--- src/rtl/ucsbece154b_fetch_queue.sv ---
// ucsbece154b_fetch_queue: N-lane in-order instruction fetch queue between fetch and decode.
// Ports: clk, reset (async, active-high), flush_i (mispredict flush),
//   push_cnt_i/push_pc_i/push_instr_i/push_ready_o (fetch side, all-or-nothing bundles),
//   pop_cnt_i/pop_valid_o/pop_instr_o/pop_pc_o (decode side, lane 0 oldest),
//   count_o (registered occupancy), pop_err_o (sticky over-pop flag).
// Optional macro UCSBECE154B_FETCH_QUEUE_BYPASS_EN: an empty queue forwards an
//   accepted push to the pop lanes in the same cycle.
module ucsbece154b_fetch_queue #(
  parameter int LANES = 2,
  parameter int DEPTH = 8,
  parameter int XLEN  = 32
) (
  input  logic                       clk,
  input  logic                       reset,
  input  logic                       flush_i,
  input  logic [$clog2(LANES+1)-1:0] push_cnt_i,
  input  logic [XLEN-1:0]            push_pc_i,
  input  logic [LANES*XLEN-1:0]      push_instr_i,
  output logic                       push_ready_o,
  input  logic [$clog2(LANES+1)-1:0] pop_cnt_i,
  output logic [LANES-1:0]           pop_valid_o,
  output logic [LANES*XLEN-1:0]      pop_instr_o,
  output logic [LANES*XLEN-1:0]      pop_pc_o,
  output logic [$clog2(DEPTH+1)-1:0] count_o,
  output logic                       pop_err_o
);
  localparam int PW = $clog2(DEPTH);
  localparam int CW = $clog2(DEPTH+1);
  logic [XLEN-1:0] pc_mem  [DEPTH];
  logic [XLEN-1:0] ins_mem [DEPTH];
  logic [PW-1:0] head, tail;
  logic [CW-1:0] count, avail, acc_n, eff_pop;
  logic push_acc, over;
  assign count_o = count;
  assign push_ready_o = ({1'b0, count} + (CW+1)'(LANES)) <= (CW+1)'(DEPTH);
  assign push_acc = (push_cnt_i != '0) && push_ready_o && !flush_i;
  assign acc_n = push_acc ? CW'(push_cnt_i) : '0;
`ifdef UCSBECE154B_FETCH_QUEUE_BYPASS_EN
  logic byp;
  // popped bypass slots are still written at tail; head advances past them, so they never count
  assign byp = push_acc && (count == '0);
  assign avail = byp ? acc_n : count;
`else
  assign avail = count;
`endif
  assign over = CW'(pop_cnt_i) > avail;
  assign eff_pop = over ? avail : CW'(pop_cnt_i);
  always_ff @(posedge clk or posedge reset) begin
    if (reset) begin
      head <= '0;
      tail <= '0;
      count <= '0;
      pop_err_o <= 1'b0;
    end else if (flush_i) begin
      head <= '0;
      tail <= '0;
      count <= '0;
    end else begin
      head <= head + PW'(eff_pop);
      tail <= tail + PW'(acc_n);
      count <= count + acc_n - eff_pop;
      pop_err_o <= pop_err_o | over;
    end
  end
  always_ff @(posedge clk) begin
    for (int j = 0; j < LANES; j++) begin
      if (push_acc && CW'(j) < acc_n) begin
        pc_mem[tail + PW'(j)] <= push_pc_i + XLEN'(4 * j);
        ins_mem[tail + PW'(j)] <= push_instr_i[j*XLEN +: XLEN];
      end
    end
  end
  for (genvar k = 0; k < LANES; k++) begin : g_lane
    logic [PW-1:0] idx;
    logic [XLEN-1:0] lane_pc, lane_ins;
    assign idx = head + PW'(k);
`ifdef UCSBECE154B_FETCH_QUEUE_BYPASS_EN
    assign lane_pc = byp ? push_pc_i + XLEN'(4 * k) : pc_mem[idx];
    assign lane_ins = byp ? push_instr_i[k*XLEN +: XLEN] : ins_mem[idx];
`else
    assign lane_pc = pc_mem[idx];
    assign lane_ins = ins_mem[idx];
`endif
    assign pop_valid_o[k] = CW'(k) < avail;
    assign pop_pc_o[k*XLEN +: XLEN] = pop_valid_o[k] ? lane_pc : '0;
    assign pop_instr_o[k*XLEN +: XLEN] = pop_valid_o[k] ? lane_ins : XLEN'(32'h0000_0013);
  end
endmodule

--- config.mk ---
export PLATFORM = sky130hd
export DESIGN_NAME = ucsbece154b_fetch_queue
export DESIGN_NICKNAME = d
export VERILOG_FILES = /design/src/rtl/ucsbece154b_fetch_queue.sv
export SDC_FILE = /design/constraint.sdc
export NUM_CORES = 1
export LEC_CHECK = 0
export ABC_CLOCK_PERIOD_IN_PS = 8160
export BUFFER_PORTS_ARGS = -buffer_cell sky130_fd_sc_hd__buf_4
export CAP_MARGIN = 20
export CELL_PAD_IN_SITES_DETAIL_PLACEMENT = 0
export CELL_PAD_IN_SITES_GLOBAL_PLACEMENT = 1
export CORE_MARGIN = 1.5
export CORE_UTILIZATION = 40
export DETAILED_ROUTE_END_ITERATION = 8
export MAX_ROUTING_LAYER = met4
export PLACE_DENSITY_LB_ADDON = 0.2
export SYNTH_ARGS = -nofsm -noshare
export SYNTH_HDL_FRONTEND = slang
export SYNTH_SLANG_ARGS = --single-unit
--- constraint.sdc ---
create_clock -name clk -period 8.16 [get_ports clk]
set_input_delay 1.632 -clock clk [delete_from_list [all_inputs] [get_ports clk]]
set_output_delay 1.632 -clock clk [all_outputs]
set_load 0.005 [all_outputs]
==> results by group <==
Synth
  • Post-Syn Nets: just under 3,000
  • Synth top area cells: edfxtp_1 49%, mux4_2 18%, nand2_1 13%
  • Seq cells post-synth: about 520
  • Synth area leader: edfxtp_1
  • Number of synthesized flops with an enable pin: 512
  • Most frequent cells after synthesis: 1,087 x nand2_1, 512 x edfxtp_1, 256 x mux4_2
  • Register area share after synthesis: 0.497
  • Average size of a mapped cell: 11.2 um^2
  • Most frequent cell after synthesis: nand2_1
  • Main synth FF type: edfxtp_1
  • Cell variety after synth: 50
  • Yosys top cell area share: 0.488
  • YS warnings: 0
  • Post-Synthesis Cells: 2,804
  • Async SR Flop Fraction: 0.0210
  • Post-Syn Area: between 30,000 and 40,000 um^2

CTS
  • Clock-pin transition on the worst setup and hold timing paths: ~0.05 ns
  • Root buf cell: clkbuf_16
  • Max Buffers Root-to-Sink: 3
  • CTS Buf Count: 57
  • CTS H-tree depth: 2
  • Cts hold-fix bufs: 0
  • CTS tree: built
  • Clk sinks: around 520
  • Post-CTS Resized: 0
  • Worst skew pair latency: approximately 0.63 ns
  • Total setup buffers inserted after CTS: 0

Floorplanning
  • Die X: around 280 um
  • Starting Density: 0.405
  • I/O pin total: ~240
  • Site Rows: 102
  • Die area: roughly 80,000 um^2
  • Die Y: approximately 280 um
  • Core Footprint: a little under 80,000 um^2

Timing
  • Fin. max-slew vios: 0
  • Period utilisation layout: 0.742
  • Final Hold Vio Count: 0
  • Unrepaired setup endpoints after global routing: false
  • Post-Route Skew: between 0.02 and 0.025 ns
  • Relative slew slack: 0.216
  • TNS Setup: 0 ns
  • FMAX: between 150 and 200 MHz
  • Fin Hold WS: about 0.5 ns
  • Final Setup Violations: 0
  • Post-layout min period: between 6 and 7 ns
  • Actual slew at the worst max-slew pin: between 1 and 1.5 ns

Power
  • PwrDens: around 330 nW/um^2
  • LEAKAGE: roughly 13 nW
  • Maximum VDD drop: 0.373 mV

Global route
  • Vias in the first global route: 22,700
  • Antenna violations before repair: 5
  • First-pass GRT wire length: 159,000 um
  • GR Util All Layers: 0.279
  • Total grt overflow: 0
  • Largest net degree at the start of global routing: 75

Hold path
  • Hold Path Class: register to register
  • Hold Startpoint: pop_err_o$_DFFE_PP0N_

Finish
  • Layout overhead on the synthesized area: 13.7%
  • Layout net count: about 3,000
  • Fraction of layout cells with a size suffix above 1: 0.233
  • Final instance area: around 36,000 um^2

Placed design
  • Dpl hpwl: about 63,000 um
  • GPL Wtd Cong: ~0.81
  • Port bufs: 238
  • Placed inst area: ~34,000 um^2

Critical path
  • Startpoint types: register
  • Crit path max fanout: 34
  • Critical path required time: around 6.5 ns
  • WP data arrival: 4.42 ns
  • CP startpoint: count_o[2]$_DFF_PP0_
  • Critical path endpoint category: primary output
  • Critical path class: register to primary output
  • R2R Path Start: count_o[0]$_DFF_PP0_

Routing
  • Iter 0 DRT Violations: roughly 2,400
  • Via Count: 22,800
  • Wire per inst: roughly 28 um
  • 1st-pass router iterations: 5
  • DR DRC count: 0
  • Vias/cell: 5.75
  • Routed WL: roughly 110,000 um
  • Antenna viol nets, final: 0

Run status
  • Status: completed

Job
  • Total of max-cap violations: 0
## where the power goes
group	internal [mW]	switching [mW]	leakage, nW	total [mW]
clock	1.37	1.11	0.840	2.48
sequential	3.24	0.240	4.78	3.48
combinational	2.63	3.07	7.34	5.70
total	7.24	4.42	13.0	11.7
## placed cells by master, fill, tap and decap left out, types with 8 or more instances in the layout
master | Yosys | final
ha_1 | 15 | 14
clkbuf_1 | 108 | 13
clkbuf_16 | 0 | 57
clkinv_1 | 0 | 15
o21ai_0 | 20 | 17
mux4_2 | 256 | 256
nor2_1 | 159 | 150
diode_2 | 0 | 9
or2_2 | 7 | 8
xnor2_1 | 151 | 150
nand2_1 | 1087 | 1087
mux2i_1 | 64 | 64
clkinv_2 | 0 | 12
xor2_1 | 76 | 75
buf_4 | 8 | 281
nand3_1 | 18 | 14
a21oi_1 | 63 | 63
nor2_4 | 0 | 9
inv_1 | 21 | 21
dfrtp_1 | 11 | 8
edfxtp_1 | 512 | 512
## layout make-up
cell class,count,area [um^2]
fill,7036,41900
multi-input combinational,1987,14800
tap,1040,1300
inverter,22,82.6
clock inverter,34,239
antenna,9,22.5
timing repair buffer,288,2250
clock buffer,70,1480
sequential,523,15700
## metrics by stage
step / setup slack [ns] / std cells / util / power (mW)
6_report: 2.11 / 3973 / 0.460 / 11.7
5_1_grt: 1.97 / 3969 / 0.460 / 12.2
4_1_cts: 2.17 / 3964 / 0.460 / 11.7
3_5_place_dp: 2.87 / 3860 / 0.438 / 9.29
3_3_place_gp: 2.94 / 3857 / 0.437 / 9.20
2_1_floorplan: 0.638 / 2804 / - / 6.79
## metal layers
metal,track usage,part of all wire,vias up,wire [um]
met3,0.0454,0.092,203,10200
met2,0.451,0.49,1136,53600
met1,0.363,0.39,11600,43100
met4,0.0807,0.028,0,3090
met5,-,0,-,0
li1,-,-,9926,-
## kinds of logic after synthesis
family	count (synthesis)	share of synthesized area
mux	321	0.204
buf+inv	294	0.0419
flops	523	0.497
xor+xnor	228	0.0637
compound gates	93	0.0157
fa+ha+maj	18	0.00787
simple gates	1327	0.170
## sequential cells by signal, indices dropped and copies added, names as in the netlist
signal and count:
count_o 4, head 3, ins_mem 256, pc_mem 256
pop_err_o 1, tail 3
## critical path, stage by stage (launching register included)
cell and delay (ns):
dfrtp_1 0.44, inv_1 0.11, ha_1 0.19, nor2b_4 0.14, buf_4 0.48, inv_1 0.32
nor2_4 0.93, buf_4 0.54, inv_1 0.33, nand2_1 0.14, buf_4 0.12
## path summary, 6_finish.rpt
path / end / slack [ns] / cells past startpoint
min reg2reg: pop_err_o$_DFFE_PP0N_ / 0.49 / 1
max: pop_instr_o[1] / 2.11 / 10
min in group asynchronous: pop_err_o$_DFFE_PP0N_ / 1.06 / 2
min: pop_err_o$_DFFE_PP0N_ / 0.49 / 1
max in group asynchronous: head[1]$_DFF_PP0_ / 6.68 / 2
max reg2reg: ins_mem[5][25]$_DFFE_PP_ / 3.68 / 6
No activity file was read; power rests on OpenSTA's default activity.
